## src/rtl/l1_defs_pkg.sv

```systemverilog
// l1_defs: state encodings, port IDs and widths shared by
// the L1-to-MMU arbiter and its round-robin picker.
package l1_defs;

    localparam int LINE_W = 256;
    localparam int ADDR_W = 32;

    localparam logic PORT_I = 1'b0;
    localparam logic PORT_D = 1'b1;

    typedef enum logic [1:0] {
        ST_IDLE   = 2'd0,
        ST_BUSY_I = 2'd1,
        ST_BUSY_D = 2'd2,
        ST_DRAIN  = 2'd3
    } arb_state_t;

endpackage

```

## src/rtl/l1_arb_pick.sv

```systemverilog
// l1_arb_pick: 2-way I/D picker, round-robin on last grant.
// L1ARB_DCACHE_PRIO_EN turns it into fixed D-over-I priority.
module l1_arb_pick
    import l1_defs::*;
(
    input  logic i_req_i,
    input  logic i_req_d,
    input  logic i_last_grant,
    output logic o_valid,
    output logic o_grant
);

    always_comb begin
        o_valid = i_req_i | i_req_d;
`ifdef L1ARB_DCACHE_PRIO_EN
        o_grant = i_req_d ? PORT_D : PORT_I;
`else
        if (i_req_i && i_req_d) begin
            o_grant = ~i_last_grant;
        end else begin
            o_grant = i_req_d ? PORT_D : PORT_I;
        end
`endif
    end

endmodule

```

## src/rtl/l1_arbiter.sv

```systemverilog
// l1_arbiter: shares the L1-to-MMU line port between I and D caches.
// Define L1ARB_DCACHE_PRIO_EN for fixed D priority instead of round-robin.
module l1_arbiter
    import l1_defs::*;
(
    input  logic              sys_clk,
    input  logic              rst_n,
    input  logic              i_req_read,
    input  logic              i_req_write,
    input  logic [ADDR_W-1:0] i_req_addr,
    input  logic [LINE_W-1:0] i_write_data,
    output logic              i_read_done,
    output logic              i_write_done,
    output logic [LINE_W-1:0] i_read_data,
    input  logic              d_req_read,
    input  logic              d_req_write,
    input  logic [ADDR_W-1:0] d_req_addr,
    input  logic [LINE_W-1:0] d_write_data,
    output logic              d_read_done,
    output logic              d_write_done,
    output logic [LINE_W-1:0] d_read_data,
    output logic              arb_mmu_req_read,
    output logic              arb_mmu_req_write,
    output logic [ADDR_W-1:0] arb_mmu_req_addr,
    output logic [LINE_W-1:0] arb_mmu_write_data,
    input  logic              mmu_arb_read_done,
    input  logic              mmu_arb_write_done,
    input  logic [LINE_W-1:0] mmu_arb_read_data
);

    arb_state_t r_state;
    arb_state_t w_state_nxt;

    logic              r_req_read;
    logic              r_req_write;
    logic [ADDR_W-1:0] r_req_addr;
    logic [LINE_W-1:0] r_wdata;

    logic              w_last_grant;
    logic              w_i_req;
    logic              w_d_req;
    logic              w_pick_vld;
    logic              w_pick;
    logic              w_load;
    logic              w_clr;
    logic              w_done_hit;
    logic              w_sel_read;
    logic              w_sel_write;
    logic [ADDR_W-1:0] w_sel_addr;
    logic [LINE_W-1:0] w_sel_wdata;
    logic              w_busy_i;
    logic              w_busy_d;

    assign w_i_req = i_req_read | i_req_write;
    assign w_d_req = d_req_read | d_req_write;

    l1_arb_pick u_pick (
        .i_req_i      (w_i_req),
        .i_req_d      (w_d_req),
        .i_last_grant (w_last_grant),
        .o_valid      (w_pick_vld),
        .o_grant      (w_pick)
    );

    assign w_sel_read  = (w_pick == PORT_D) ? d_req_read   : i_req_read;
    assign w_sel_write = (w_pick == PORT_D) ? d_req_write  : i_req_write;
    assign w_sel_addr  = (w_pick == PORT_D) ? d_req_addr   : i_req_addr;
    assign w_sel_wdata = (w_pick == PORT_D) ? d_write_data : i_write_data;

    // Only the done that matches the latched op ends the grant.
    assign w_done_hit = r_req_read ? mmu_arb_read_done : mmu_arb_write_done;

    always_comb begin
        w_state_nxt = r_state;
        w_load      = 1'b0;
        w_clr       = 1'b0;
        unique case (r_state)
            ST_IDLE: begin
                if (w_pick_vld) begin
                    w_load      = 1'b1;
                    w_state_nxt = (w_pick == PORT_D) ? ST_BUSY_D : ST_BUSY_I;
                end
            end
            ST_BUSY_I, ST_BUSY_D: begin
                if (w_done_hit) begin
                    w_clr       = 1'b1;
                    w_state_nxt = ST_DRAIN;
                end
            end
            ST_DRAIN: begin
                if (!mmu_arb_read_done && !mmu_arb_write_done) begin
                    w_state_nxt = ST_IDLE;
                end
            end
            default: w_state_nxt = ST_IDLE;
        endcase
    end

    always_ff @(posedge sys_clk or negedge rst_n) begin
        if (!rst_n) begin
            r_state     <= ST_IDLE;
            r_req_read  <= 1'b0;
            r_req_write <= 1'b0;
            r_req_addr  <= '0;
            r_wdata     <= '0;
        end else begin
            r_state <= w_state_nxt;
            if (w_load) begin
                r_req_read  <= w_sel_read;
                r_req_write <= w_sel_write & ~w_sel_read;
                r_req_addr  <= w_sel_addr;
                r_wdata     <= w_sel_wdata;
            end else if (w_clr) begin
                r_req_read  <= 1'b0;
                r_req_write <= 1'b0;
            end
        end
    end

`ifdef L1ARB_DCACHE_PRIO_EN
    assign w_last_grant = PORT_I;
`else
    logic r_last_grant;

    always_ff @(posedge sys_clk or negedge rst_n) begin
        if (!rst_n) begin
            r_last_grant <= PORT_I;
        end else if (w_load) begin
            r_last_grant <= w_pick;
        end
    end

    assign w_last_grant = r_last_grant;
`endif

    assign w_busy_i = (r_state == ST_BUSY_I);
    assign w_busy_d = (r_state == ST_BUSY_D);

    assign i_read_done  = w_busy_i & mmu_arb_read_done;
    assign i_write_done = w_busy_i & mmu_arb_write_done;
    assign i_read_data  = w_busy_i ? mmu_arb_read_data : '0;
    assign d_read_done  = w_busy_d & mmu_arb_read_done;
    assign d_write_done = w_busy_d & mmu_arb_write_done;
    assign d_read_data  = w_busy_d ? mmu_arb_read_data : '0;

    assign arb_mmu_req_read   = r_req_read;
    assign arb_mmu_req_write  = r_req_write;
    assign arb_mmu_req_addr   = r_req_addr;
    assign arb_mmu_write_data = r_wdata;

endmodule

```

## config.mk

```make
export PLATFORM = sky130hd
export DESIGN_NAME = l1_arbiter
export DESIGN_NICKNAME = d
export VERILOG_FILES = /design/src/rtl/l1_defs_pkg.sv /design/src/rtl/l1_arb_pick.sv /design/src/rtl/l1_arbiter.sv
export SDC_FILE = /design/constraint.sdc
export NUM_CORES = 1
export LEC_CHECK = 0
export ABC_AREA = 1
export CORE_AREA = 2 2 646 648
export CTS_BUF_LIST = sky130_fd_sc_hd__clkbuf_16
export CTS_CLUSTER_DIAMETER = 120
export DETAILED_ROUTE_END_ITERATION = 16
export DIE_AREA = 0 0 648 650
export GPL_TIMING_DRIVEN = 1
export PLACE_DENSITY = 0.3
export SYNTH_ARGS = -nofsm -noshare
export SYNTH_HDL_FRONTEND = slang
export SYNTH_SLANG_ARGS = --single-unit
```

## constraint.sdc

```tcl
create_clock -name sys_clk -period 4.1 [get_ports sys_clk]
set_clock_uncertainty 0.1 [all_clocks]
set_input_delay 0.615 -clock sys_clk [delete_from_list [all_inputs] [get_ports sys_clk]]
set_output_delay 0.615 -clock sys_clk [all_outputs]
set_load 0.02 [all_outputs]
```

==> flow_summary_export.csv, run 1 <==
group,metric,value,unit
status,outcome,"completed",
sta,rsz0062_at_grt,"no",
worst_setup_path,worstSetupPathType,"reg -> out",
placed_design,pre_cts_ws,0.407,ns
clock_network,clk_pin_slew,0.06,ns
route,ant_nets,0,
clock_network,cts_tree,"built",
sta,tns,0,ns
global_route,grt_max_degree,127,
logic_synthesis,syn_area,20500,µm²
route,wirelength,264000,µm
floorplan,initial_core_util,0.0493,
route,routedWlPerCell,25.2,µm
route,dr.pass1.iters,5,
worst_setup_path,end_kind,"output port",
logic_synthesis,ys_seq_area_frac,0.358,
job,drv_cap,0,
floorplan,rows,237,
global_route,overflow,0,
placed_design,io_buffer_count,1645,
layout,areaGrowthSynthToFinish,122,%
pwr,p_leak,22.1,nW
worst_setup_path,cp_data_arrival_time,3.17,ns
route,first_iter_violations,1712,
floorplan,die_y,650,µm
sta,fin_ws,0.213,ns
route,num_vias,28300,
route,drc,0,
worst_setup_path,cp_max_fo,18,
global_route,grt_usage,0.120,
sta,whs,0.374,ns
clock_network,h-tree-depth,2,
global_route,antenna_found_initial,141,
logic_synthesis,synth.area.top_cells,"dfrtp_1 (36%), nand2_1 (26%), inv_1 (15%)",
sta,max_slew.worst_pin.slew,1.13,ns
placed_design,globalplace.congestion,0.976,
worst_setup_path,critPathLaunchType,"flop",
global_route,grt_pass1_wl,327000,µm
floorplan,core-area,415000,µm²
clock_network,cts_buffer_depth,3,
layout,nNetsFinal,5719,
sta,fin_crit,3.89,ns
logic_synthesis,synth_warnings,0,
logic_synthesis,yosysTopAreaCell,"dfrtp_1",
global_route,grt_pass1_vias,28800,
logic_synthesis,syn-num-nets,4166,
logic_synthesis,avgSynthCellArea,6.16,µm²
pwr,peakVddDrop,0.371,mV
sta,max_freq,257,MHz
placed_design,dp_hpwl,229000,µm
clock_network,cts_buffers,45,
floorplan,die-area,421000,µm²
sta,drv_slew,0,
global_route,use_met3,0.0375,
clock_network,cts.sinks,293,
floorplan,die_w,648,µm
sta,fin_crit_sh,0.948,
logic_synthesis,yosys_register_bits,293,
hold_path,hold_path.class,"reg -> reg",
logic_synthesis,yosys.area.top_type_share,0.358,
route,via_per_inst,2.70,
clock_network,clk_latency,0.65,ns
global_route,top_usage_layer,"met2",
logic_synthesis,syn_inst,3322,
layout,fillers,48400,
global_route,use_met1,0.121,
sta,setup_violations,0,
clock_network,clockRootBuffer,"clkbuf_16",
sta,slew_headroom,0.244,
layout,drive_above_1_share,0.0560,
logic_synthesis,synth_cell_types,16,
worst_setup_path,cp_data_required_time,3.38,ns
floorplan,ios,1646,
pwr,power_density,664,nW/µm²
sta,hold_violations,0,
global_route,gr-usage-met2,0.224,
==> power breakdown <==
part           switching, mW  internal [mW]  total (mW)
Clock                   1.72           2.12        3.84
Sequential             0.916           4.41        5.32
Combinational           13.3           7.78        21.1
Total                   15.9           14.3        30.2
==> sequential cells by signal, summed over array words and instances (netlist names) <==
signal              count
arb_mmu_req_addr       32
arb_mmu_req_read        1
r_state                 2
r_last_grant            1
arb_mmu_write_data    256
arb_mmu_req_write       1
==> area by class of cell <==
| class | count | area (µm²) | share of cell area |
|---|---|---|---|
| multi-input cells | 1999 | 9050 | 0.199 |
| repair buffers | 1724 | 17600 | 0.388 |
| diodes | 72 | 180 | 0.00396 |
| well taps | 5497 | 6880 | 0.151 |
| clock buffers | 45 | 1130 | 0.0247 |
| flip-flops and latches | 293 | 7330 | 0.161 |
| clock inverters | 36 | 244 | 0.00536 |
| inverters | 812 | 3060 | 0.0673 |
==> layer usage <==
metal	vias up	share of wire
li1	12800	-
met1	13900	0.35
met2	1241	0.53
met3	326	0.077
met4	90	0.043
met5	-	0.0022
==> synthesized netlist by cell type (all sizes together) <==
library cell  instances
nand3b              289
inv                 812
dfrtp               293
nand2              1405
nor2                  3
clkbuf               39
nand3               296
ha                    4
o21ai                 2
buf                 179
==> stage by stage <==
step	total power, mW	area [µm²]	instances	util
floorplan	14.5	20500	3322	-
global placement	27.0	43900	10300	0.106
detailed placement	27.0	43900	10300	0.106
CTS	31.2	45300	10400	0.109
global route	32.3	45400	10400	0.110
finish	30.2	45500	10500	0.110
==> what timing repair did <==
item,in CTS,in global routing
setup endpoints to repair,7,0
buffers inserted,1,0
gates resized for setup,1,0
hold buffers,1,0
endpoints found under the hold margin,50,0
==> worst paths after layout <==
check | startpoint | to | slack [ns] | depth (start not counted)
min | arb_mmu_write_data[234] | arb_mmu_write_data[234] | 0.37 | 2
max | r_state[0] | d_read_data[229] | 0.21 | 6
max reg2reg | r_state[0] | arb_mmu_write_data[114] | 1.28 | 7
min in group asynchronous | rst_n | arb_mmu_write_data[181] | 0.52 | 2
max in group asynchronous | rst_n | arb_mmu_write_data[86] | 2.35 | 3
min reg2reg | arb_mmu_write_data[234] | arb_mmu_write_data[234] | 0.37 | 2
==> cell families after synthesis <==
| kind of cell | synth area share |
|---|---|
| buf+inv | 0.202 |
| fa+ha+maj | 0.00245 |
| simple gates | 0.437 |
| flops | 0.358 |
| compound gates | 0.000672 |
==> placed cells by master, fill, tap and decap left out, types with 3 or more instances in the layout <==
master	Yosys	final
dfrtp_1	293	293
clkbuf_16	0	45
nand3_1	296	296
inv_1	811	824
nand3b_1	289	289
diode_2	0	72
clkinv_1	0	8
clkdlybuf4s50_1	0	1515
nand2_1	1405	1403
buf_4	13	135
buf_12	0	70
clkinv_2	0	5
inv_6	0	3
==> critical path: stages, from the launching register on <==
cell	delay (ns)
dfrtp_1	0.44
inv_1	0.15
ha_4	0.42
buf_4	0.34
nand2_1	0.17
inv_1	0.26
clkdlybuf4s50_1	0.67
No activity file was read; power rests on OpenSTA's default activity.
==> run 2, diff against run 1 <==
--- a/config.mk
+++ b/config.mk
@@ -7,7 +7,6 @@
 export LEC_CHECK = 0
 export ABC_AREA = 1
 export CORE_AREA = 2 2 646 648
-export CTS_BUF_LIST = sky130_fd_sc_hd__clkbuf_16
 export CTS_CLUSTER_DIAMETER = 120
 export DETAILED_ROUTE_END_ITERATION = 16
 export DIE_AREA = 0 0 648 650
==> run 2 against run 1 <==
  * Sequential cell count did not move
  * Worst hold slack barely moved
  * Critical endpoint unchanged
  * Non-clock buffer count did not move
  * Largest cell class unchanged
  * Clock-buffer cell count rose by 22
  * Core utilization barely moved
  * Register-to-register slack barely moved
==> flow_summary_export.csv, run 2 (synthesized netlist as in run 1, its figures left out) <==
group,metric,value,unit
global_route,grt_max_degree,127,
global_route,grt_usage,0.120,
pwr,peakVddDrop,0.371,mV
clock_network,clk_latency,0.65,ns
job,drv_cap,0,
sta,slew_headroom,0.253,
worst_setup_path,cp_data_required_time,3.38,ns
sta,drv_slew,0,
status,outcome,"completed",
clock_network,clk_pin_slew,0.06,ns
route,num_vias,28300,
floorplan,die_y,650,µm
layout,final_cell_mix,"clkdlybuf4s50_1 (1515), nand2_1 (1403), inv_1 (810)",
global_route,gr-usage-met2,0.224,
worst_setup_path,cp_data_arrival_time,3.17,ns
layout,drive_above_1_share,0.0576,
pwr,power_density,667,nW/µm²
floorplan,initial_core_util,0.0493,
placed_design,io_buffer_count,1645,
global_route,top_usage_layer,"met2",
worst_setup_path,end_kind,"output port",
sta,max_slew.worst_pin.slew,1.12,ns
global_route,use_met3,0.0374,
layout,final_common_cell,"clkdlybuf4s50_1",
floorplan,die-area,421000,µm²
layout,fin_area,45600,µm²
global_route,grt_pass1_wl,327000,µm
global_route,use_met1,0.121,
floorplan,rows,237,
global_route,grt_pass1_vias,28800,
layout,largest_register_ffs,256,
worst_setup_path,max_stage_delay,0.67,ns
hold_path,hold_path.class,"reg -> reg",
clock_network,cts.sinks,293,
layout,multi_input_area,9050,µm²
route,wirelength,264000,µm
global_route,overflow,0,
layout,fillers,48400,
floorplan,core-area,415000,µm²
placed_design,dp_hpwl,229000,µm
route,ant_nets,0,
worst_setup_path,critPathLaunchType,"flop",
clock_network,cts_buffer_depth,3,
route,first_iter_violations,1731,
worst_setup_path,worstSetupPathType,"reg -> out",
floorplan,die_w,648,µm
sta,tns,0,ns
floorplan,ios,1646,
placed_design,globalplace.congestion,0.976,
placed_design,place_area,43900,µm²
sta,hold_violations,0,
route,via_per_inst,2.70,
clock_network,cts_buffers,45,
route,dr.pass1.iters,8,
worst_setup_path,slowest_stage,"clkdlybuf4s50_1",
layout,nNetsFinal,5719,
route,routedWlPerCell,25.2,µm
pwr,p_leak,22.1,nW
clock_network,h-tree-depth,2,
layout,areaGrowthSynthToFinish,123,%
sta,rsz0062_at_grt,"no",
clock_network,clockRootBuffer,"clkbuf_16",
global_route,antenna_found_initial,140,
layout,seq_area,7330,µm²
sta,fin_crit,3.89,ns
clock_network,cts_tree,"built",
sta,setup_violations,0,
route,drc,0,
sta,fin_crit_sh,0.949,
worst_setup_path,cp_max_fo,18,
sta,max_freq,257,MHz
worst_setup_path,path_cells,"inv_1 -> ha_4 -> buf_4 -> nand2_1 -> inv_1 -> clkdlybuf4s50_1",
worst_setup_path,crit_top_cell,"inv_1",
[run 2: critical path: cells and delay by family, from the launching register on]
kind / cells / cell delay (ns)
buffers and inverters: 4 / 1.42
flip-flops: 1 / 0.44
adder cells (fa/ha/maj): 1 / 0.42
AND/OR/NAND/NOR: 1 / 0.17
[run 2: per-stage QoR]
stage	instances	total power, mW	setup slack (ns)	hold slack (ns)	util
floorplan	3322	14.5	1.92	0.219	-
global placement	10300	27.0	0.388	0.364	0.106
detailed placement	10300	27.0	0.407	0.364	0.106
CTS	10400	31.4	0.0512	0.380	0.109
global route	10400	32.5	0.00470	0.393	0.110
finish	10500	30.4	0.211	0.374	0.110
[run 2: repair_timing]
item	CTS	global route
hold buffers	1	0
resized for setup	1	0
setup buffers	1	0
endpoints found under the hold margin	60	0
setup endpoints to repair	7	0
[run 2: layout make-up]
| cell class | instances | area share |
|---|---|---|
| antenna | 71 | 0.00390 |
| sequential | 293 | 0.161 |
| multi-input combinational | 1999 | 0.198 |
| inverter | 812 | 0.0672 |
| timing repair buffer | 1724 | 0.387 |
| clock inverter | 14 | 0.00354 |
| clock buffer | 67 | 0.0283 |
| tap | 5497 | 0.151 |
[run 2: power by group]
group | internal [mW] | switching [mW]
logic | 7.78 | 13.3
clock network | 2.30 | 1.73
registers | 4.41 | 0.915
[run 2: path summary, 6_finish.rpt]
check | from | to | slack [ns] | cells past startpoint
setup / recovery | r_state[0] | d_read_data[229] | 0.21 | 6
hold / removal | arb_mmu_write_data[234] | arb_mmu_write_data[234] | 0.37 | 2
setup reg to reg | r_state[0] | arb_mmu_write_data[114] | 1.29 | 7
hold reg to reg | arb_mmu_write_data[234] | arb_mmu_write_data[234] | 0.37 | 2
max in group asynchronous | rst_n | arb_mmu_write_data[86] | 2.34 | 3
min in group asynchronous | rst_n | arb_mmu_write_data[181] | 0.52 | 2
[run 2: per-layer routing]
layer,wire (µm),vias to the layer above
met4,11400,90
met2,140000,1205
met5,587,-
met1,93200,13900
li1,-,12800
met3,19400,331
